[src/rtl/spi_pkg.sv]
// spi_pkg: shared SPI frame definitions for the read responder and its input synchronizer.
`default_nettype none

package spi_pkg;

  localparam int HDR_BITS = 8;
  localparam int WR_BIT   = 7;

  typedef struct packed {
    logic       wr;
    logic [6:0] adr;
  } spi_hdr_t;

  typedef enum logic [2:0] {
    WAIT_CS = 3'd0,
    IDLE    = 3'd1,
    HDR     = 3'd2,
    SEND    = 3'd3,
    TAIL    = 3'd4,
    SKIP    = 3'd5
  } spi_rd_state_t;

endpackage

`default_nettype wire

[src/rtl/spi_in_sync.sv]
// spi_in_sync: 2-FF synchronizer plus history FF for sclk/mosi/cs, with sclk rise/fall and cs rise pulses.
`default_nettype none

module spi_in_sync (
  input  logic clk,
  input  logic rst_n,
  input  logic sclk_i,
  input  logic mosi_i,
  input  logic cs_i,
  output logic sclk_rise_o,
  output logic sclk_fall_o,
  output logic cs_rise_o,
  output logic mosi_o,
  output logic cs_o
);

  // Bit 0 = sclk, bit 1 = mosi, bit 2 = cs. Reset to 0 so a cs already low
  // at reset release never looks like a fresh frame start.
  logic [2:0] sync1_q;
  logic [2:0] sync2_q;
  logic [2:0] hist_q;

  always_ff @(posedge clk or negedge rst_n) begin
    if (!rst_n) begin
      sync1_q <= 3'b000;
      sync2_q <= 3'b000;
      hist_q  <= 3'b000;
    end else begin
      sync1_q <= {cs_i, mosi_i, sclk_i};
      sync2_q <= sync1_q;
      hist_q  <= sync2_q;
    end
  end

  assign sclk_rise_o = sync2_q[0] & ~hist_q[0];
  assign sclk_fall_o = ~sync2_q[0] & hist_q[0];
  assign cs_rise_o   = sync2_q[2] & ~hist_q[2];
  assign mosi_o      = sync2_q[1];
  assign cs_o        = sync2_q[2];

  logic unused_hist;
  assign unused_hist = hist_q[1];

endmodule

`default_nettype wire

[src/rtl/spi_read.sv]
// spi_read: SPI mode-0 slave read responder; shifts a din snapshot out on miso after a matching read header.
// Optional SPI_READ_CNT_EN appends an 8-bit completed-read counter after the data.
`default_nettype none

module spi_read
  import spi_pkg::*;
#(
  parameter int         Nbit      = 8,
  parameter logic [6:0] param_adr = 7'd1
) (
  input  logic            clk,
  input  logic            rst_n,
  input  logic            sclk,
  input  logic            mosi,
  input  logic            cs,
  input  logic [Nbit-1:0] din,
  output logic            miso,
  output logic            miso_oe,
  output logic            rd_req,
  output logic            rd_done
);

`ifdef SPI_READ_CNT_EN
  localparam int TXW = Nbit + 8;
`else
  localparam int TXW = Nbit;
`endif
  localparam int              CW      = 6;
  localparam logic [CW-1:0]   HDR_END = CW'(HDR_BITS - 1);
  localparam logic [CW-1:0]   TX_END  = CW'(TXW - 1);

  logic sclk_rise, sclk_fall, cs_rise, mosi_s, cs_s;

  spi_in_sync u_sync (
    .clk         (clk),
    .rst_n       (rst_n),
    .sclk_i      (sclk),
    .mosi_i      (mosi),
    .cs_i        (cs),
    .sclk_rise_o (sclk_rise),
    .sclk_fall_o (sclk_fall),
    .cs_rise_o   (cs_rise),
    .mosi_o      (mosi_s),
    .cs_o        (cs_s)
  );

  spi_rd_state_t         state_q;
  logic [CW-1:0]         cnt_q;
  logic [HDR_BITS-2:0]   hdr_q;
  logic [TXW-1:0]        tx_q;
  logic                  miso_q, miso_oe_q, rd_req_q, rd_done_q;

  spi_hdr_t              hdr_next;
  logic [TXW-1:0]        tx_load;
  logic [TXW-1:0]        tx_shift;

  assign hdr_next = spi_hdr_t'({hdr_q, mosi_s});
  assign tx_shift = tx_q << 1;

`ifdef SPI_READ_CNT_EN
  logic [7:0] rdcnt_q;
  assign tx_load = {din, rdcnt_q};
`else
  assign tx_load = din;
`endif

  always_ff @(posedge clk or negedge rst_n) begin
    if (!rst_n) begin
      state_q   <= WAIT_CS;
      cnt_q     <= '0;
      hdr_q     <= '0;
      tx_q      <= '0;
      miso_q    <= 1'b0;
      miso_oe_q <= 1'b0;
      rd_req_q  <= 1'b0;
      rd_done_q <= 1'b0;
`ifdef SPI_READ_CNT_EN
      rdcnt_q   <= 8'h00;
`endif
    end else begin
      rd_req_q  <= 1'b0;
      rd_done_q <= 1'b0;
      // cs_rise has priority over any sclk edge seen in the same cycle.
      if (cs_rise && state_q != WAIT_CS) begin
        miso_q    <= 1'b0;
        miso_oe_q <= 1'b0;
        state_q   <= IDLE;
        if (state_q == TAIL) begin
          rd_done_q <= 1'b1;
`ifdef SPI_READ_CNT_EN
          rdcnt_q   <= rdcnt_q + 8'd1;
`endif
        end
      end else begin
        case (state_q)
          WAIT_CS: if (cs_s) state_q <= IDLE;
          IDLE: if (!cs_s) begin
            state_q <= HDR;
            cnt_q   <= '0;
            hdr_q   <= '0;
          end
          HDR: if (sclk_rise) begin
            hdr_q <= hdr_next[HDR_BITS-2:0];
            if (cnt_q == HDR_END) begin
              cnt_q <= '0;
              if (!hdr_next.wr && hdr_next.adr == param_adr) begin
                tx_q      <= tx_load;
                miso_q    <= tx_load[TXW-1];
                miso_oe_q <= 1'b1;
                rd_req_q  <= 1'b1;
                state_q   <= SEND;
              end else begin
                state_q   <= SKIP;
              end
            end else begin
              cnt_q <= cnt_q + CW'(1);
            end
          end
          // cnt_q==0 marks the fall right after the header's last rise: no shift there.
          SEND: if (sclk_rise) begin
            cnt_q <= cnt_q + CW'(1);
            if (cnt_q == TX_END) begin
              state_q <= TAIL;
              miso_q  <= 1'b0;
            end
          end else if (sclk_fall && cnt_q != '0) begin
            tx_q   <= tx_shift;
            miso_q <= tx_shift[TXW-1];
          end
          TAIL: miso_q <= 1'b0;
          SKIP: miso_oe_q <= 1'b0;
          default: state_q <= WAIT_CS;
        endcase
      end
    end
  end

  assign miso    = miso_q;
  assign miso_oe = miso_oe_q;
  assign rd_req  = rd_req_q;
  assign rd_done = rd_done_q;

endmodule

`default_nettype wire

[config.mk]
export PLATFORM = sky130hd
export DESIGN_NAME = spi_read
export DESIGN_NICKNAME = d
export VERILOG_FILES = /design/src/rtl/spi_pkg.sv /design/src/rtl/spi_in_sync.sv /design/src/rtl/spi_read.sv
export SDC_FILE = /design/constraint.sdc
export NUM_CORES = 1
export LEC_CHECK = 0
export ABC_CLOCK_PERIOD_IN_PS = 2100
export BUFFER_PORTS_ARGS = -buffer_cell sky130_fd_sc_hd__buf_2
export CORE_MARGIN = 1.5
export CORE_UTILIZATION = 31
export CTS_CLUSTER_DIAMETER = 200
export DETAILED_ROUTE_END_ITERATION = 12
export PLACE_DENSITY = 0.53
export RECOVER_POWER = 100
export SYNTH_ARGS = -nofsm -noshare
export SYNTH_HDL_FRONTEND = slang
export SYNTH_HIERARCHICAL = 1
export SYNTH_SLANG_ARGS = --single-unit
[constraint.sdc]
create_clock -name clk -period 2.1 [get_ports clk]
set_input_delay 0.21 -clock clk [delete_from_list [all_inputs] [get_ports clk]]
set_output_delay 0.21 -clock clk [all_outputs]
set_load 0.005 [all_outputs]
After elaboration in Yosys (flattened, before gate mapping)

Cells that the tools add are included.

Register bits after elaboration: 36

Eq/ne operators: 24
Bitwise operators: 7
Mux-type cells: 43
Add/subtract/negate cells: 1
Reductions and logical operators: 19

Operators by type and width:

| cell                                           | count |
|---|---|
| 2-to-1 mux 7 bit                               | 7 |
| case mux 7 bit (2 select lines)                | 2 |
| 2-to-1 mux 3 bit                               | 8 |
| 2-to-1 mux 6 bit                               | 4 |
| 2-to-1 mux 1 bit                               | 18 |
| != test 3 bit (second input constant)          | 6 |
| case mux 6 bit (3 select lines)                | 1 |
| case mux 3 bit (5 select lines)                | 1 |
| != test 2 bit (second input constant)          | 7 |
| AND reduction 7 bit                            | 2 |
| nonzero test 3 bit                             | 3 |
| != test 4 bit (second input constant)          | 2 |
| AND reduction 4 bit                            | 2 |
| == test 7 x 1 -> 1 bit (second input constant) | 1 |
| adder 6 x 1 -> 6 bit (second input constant)   | 1 |
| == test 3 x 2 -> 1 bit (second input constant) | 2 |
| == test 3 bit (second input constant)          | 2 |
| == test 6 x 3 -> 1 bit (second input constant) | 1 |
| AND reduction 6 bit                            | 1 |
| nonzero test 6 bit                             | 1 |
| AND reduction 5 bit                            | 1 |
| NOT 1 bit                                      | 4 |
| nonzero test 2 bit                             | 2 |
| nonzero test 4 bit                             | 1 |
| 10 further kinds                               | 14 |

Logic depth before layout (Yosys ltp)

Word-level depth: 7
Gate-level depth with buffers: 6
Depth with buffers taken out: 6

Modules after synthesis

The synthesis kept the hierarchy.

By module, submodules not included:

| module      | area an instance (um2) | cells an instance | times used |
|---|---|---|---|
| spi_read    | 1535.2                 | 154               | 1 |
| spi_in_sync | 221.5                  | 11                | 1 |

Worst setup path after synthesis

Ideal clock, no wire load.

Kind: reg2reg
Start: reg cnt_q[3]
End: reg tx_q[1]
Data required time: 1975 ps
Path slack: 97 ps
Stages on the path, launching flop included: 6
Arrival time: 1879 ps
Cells stage by stage: dfrtp_1 or3_1 buf_2 or2_4 o31ai_4 mux2_2

Word-level cells in the longest chain between the ends: 4
Elaborated cells on any way between the ends: 6
Classes of those cells: eq/ne: 3; reduce/logical: 3

RTL lines:

| what                              | line            | source |
|---|---|---|
| from (decl)                       | spi_read.sv:48  | `logic [CW-1:0] cnt_q;` |
| from (signal assigned)            | spi_read.sv:116 | `cnt_q <= cnt_q + CW'(1);` |
| from (signal assigned)            | spi_read.sv:121 | `cnt_q <= cnt_q + CW'(1);` |
| nonzero test 6 bit                | spi_read.sv:126 | `end else if (sclk_fall && cnt_q != '0) begin` |
| logical AND 1 bit                 | spi_read.sv:126 |  |
| != test 2 bit (no line)           | --              |  |
| AND reduction 7 bit (no line) (*) | --              |  |
| to (signal assigned)              | spi_read.sv:107 | `tx_q <= tx_load;` |
| to (signal assigned)              | spi_read.sv:127 | `tx_q <= tx_shift;` |
| to (decl)                         | spi_read.sv:50  | `logic [TXW-1:0] tx_q;` |

Every way passes the cells marked *; elsewhere a longest branch is shown, timed or not.
A chain may end at the register's enable or synchronous reset.

Worst setup path in the final report

Ends and elaborated chain as after synthesis.

==> impl_results.md <==
- Result of the run: finished, violations left
- Violations in the final reports: max-capacitance violations, max-slew violations
- Clk buf depth: 2
- Syn nets: 180
- Synth async-reset ratio: between 90% and 100%
- DRC: 0
- Detailed-route wire length per cell: 12.2 microns
- Maximum net fanout on the critical path: 7
- Number of max-slew violations in the final report: 36
- Crit share post-route: 93.5%
- Final routed wirelength across all metal layers: 3330 microns
- Insertion delay to the later sink of the worst-skew pair: approximately 0.29 ns
- Tmin final: about 2.0 ns
- Primary flip-flop cell chosen by synthesis mapping: dfrtp_1
- Amount of wire on met2 after detailed routing: ~1500 microns
- Final net count: between 200 and 250
- Total power divided by cell area: 1060 nW/um^2
- Endpoint type of the worst setup path: register
- Overall die width: between 70 and 80 microns
- Die area: 6130 sq um
- Gate Count Post-Synth: 165
- Average via count per standard cell: 4.73
- Resized Gates After CTS: 0
- Initial antenna violation count: 0
- Slew HR: -27.4%
- Half-perimeter wire length after placement: 2380 microns
- Final setup violation count: 0
- WL met1: around 1700 microns
- Clk_skew: 0.00412 ns
- TritonCTS clock tree: yes
- Total length of routed met3 wires: 103 microns
- Count of distinct cell types in the synthesized netlist: 48
- Worst Setup Path Type: register to register
- Final count of hold timing violations: 0
- Core footprint: 5470 sq um
- Overall routing resource usage: between 10% and 20%
- CTS buffer count: 5
- Post-CTS Repair Setup Buffers: 0
- Worst Hold Path Cells: 1
- Number of synthesis warnings: 6
- GP Congestion: about 0.73
- Antenna Nets Post-Route: 0
- Portion of the post-synthesis area used by sequential elements: 49.9%
- Cell Rows: 27
- Peak supply drop: 0.587 mV
- Antenna diode count: 0
- Synthesized flop and latch total: 35
- Clock root buffer: clkbuf_8
- Pin count of the biggest net entering global routing: 36
- Number of input and output port buffers inserted: 16
- Actual transition at the worst max-transition pin: 1.91 ns
- MaxCap Viol Count: 1
- Post-synthesis instance area: 1760 sq um
- Critical Path Source Type: register
- Leak pwr: 0.000943 uW
- Vias in the first global route: ~1300
- H-tree levels: 2
- Clock Pin Slew Worst Setup and Hold Paths: ~0.070 ns
- Class of the most critical hold timing path: primary input to register
- Detailed-router iteration count before antenna repair: 4
- Critical path required time: 2.28 ns
- Wire length of the first global-routing pass: slightly below 6000 microns
- Setup repair after global routing missed its margin: false
- Starting DRT DRC Count: 39
- Starting density of the core: 32.1%
- Overall overflow remaining after global route: 0
- Top sig layer: met4
- Mapped Avg Cell Area: 10.6 sq um
- Number of I/O pins: 17
- Max frequency: 509 MHz
- Post-Route Setup TNS: 0 ns
- Count of vias placed by the detailed router: 1291
- Number of flops mapped to enable cells by yosys: 0
- Fraction of layout cells with a size suffix above 1: between 20% and 30%
- Endpoint arrival time on the critical path: approximately 2.1 ns
- Vert. Die Dim: 78.3 microns
- Number of sinks on the clock net: 35
- Final-layout worst hold slack: approximately 0.020 ns
- Total of hold buffers inserted after clock tree synthesis: 0
- Number of cells on the worst reg-to-reg path: 4
- Area growth, synth to finish: 20.3%
-- cells in the mapped netlist, types with 3 or more instances --
cell      instances  area, sq um
nand3_1           3         15.0
and2b_2           3         26.3
nor3b_1           3         22.5
dfrtp_1          35          876
nand2_1          21         78.8
a21oi_1           3         15.0
nor2_1            6         22.5
nand2b_1          5         31.3
clkbuf_1          3         11.3
nor2b_1           7         43.8
a22o_1            3         26.3
inv_1             5         18.8
o21bai_1          3         22.5
o21ai_0          12         60.1
mux2_2           14          158
-- cell type report --
class | count | area (sq um)
fill | 581 | 3360
sequential | 35 | 876
multi-input combinational | 120 | 835
timing repair buffer | 33 | 190
clock buffer | 7 | 96.3
tap | 72 | 90.1
inverter | 5 | 18.8
clock inverter | 1 | 7.51
-- worst max-delay path, cell delays in order, from the launching register on --
cell and delay [ns]:
dfrtp_1 0.41, or3_1 0.40, or2_4 0.27, o31ai_4 0.40, mux2_2 0.38
-- through the flow --
step | total power [uW] | cells | setup slack [ns] | instance area, sq um | utilization (%)
detailed placement | 1720 | 265 | 0.116 | 2030 | 37.0
global placement | 1720 | 265 | 0.130 | 2030 | 37.0
finish | 2250 | 273 | 0.137 | 2110 | 38.6
floorplan | 1470 | 165 | 0.0967 | 1760 | -
global route | 2420 | 273 | 0.0267 | 2110 | 38.6
CTS | 2280 | 273 | 0.108 | 2130 | 38.9
-- where the power goes --
part	switching (uW)	leakage [uW]	internal [uW]	total (uW)
combinational	351	0.000444	421	772
sequential	123	0.000449	803	927
clock	250	0.0000505	298	549
total	725	0.000943	1520	2250
-- final timing paths --
path | start | to | slack [ns]
setup / recovery | cnt_q[3] | tx_q[1] | 0.14
hold / removal | mosi | u_sync/sync1_q[1] | 0.02
setup reg to reg | cnt_q[3] | tx_q[1] | 0.14
hold reg to reg | u_sync/sync1_q[2] | u_sync/sync2_q[2] | 0.35
max in group asynchronous | rst_n | u_sync/hist_q[0] | 0.56
min in group asynchronous | rst_n | cnt_q[1] | 0.44
-- sequential cells by signal, indices dropped and copies added (netlist names), 2 cells and up --
| register | flops |
|---|---|
| tx_q | 7 |
| u_sync/sync2_q | 3 |
| u_sync/hist_q | 2 |
| state_q | 3 |
| cnt_q | 6 |
| hdr_q | 7 |
| u_sync/sync1_q | 3 |
-- per-layer routing --
layer  vias to the layer above  GRT usage [%]
met2                        14           19.2
met4                         0           6.96
met5                         -              0
met1                       620           16.8
li1                        651              -
met3                         6           3.14
-- cell families (layout without fill, tap and decap cells) --
kind of cell,Yosys count,count (layout),synth area share (%)
fa+ha+maj,2,2,1.42
compound gates,35,35,14.1
buf+inv,10,46,2.64
simple gates,66,66,21.4
flops,35,35,49.9
mux,16,16,10.1
xor+xnor,1,1,0.499
-- layout by cell type, fill, tap and decap left out, drive strengths merged, types with 2 or more instances in the layout --
cell type	instances
and3	3
o21a	2
mux2i	2
or2	3
nand3	3
mux2	14
and2b	3
ha	2
o31ai	2
nand2b	5
a21oi	3
a22o	4
inv	5
nor3b	3
nand2	21
o21ai	13
nor2	6
and2	2
clkbuf	14
nor2b	7
buf	26
o21bai	3
dfrtp	35
Power figures use the tool's default switching activity.
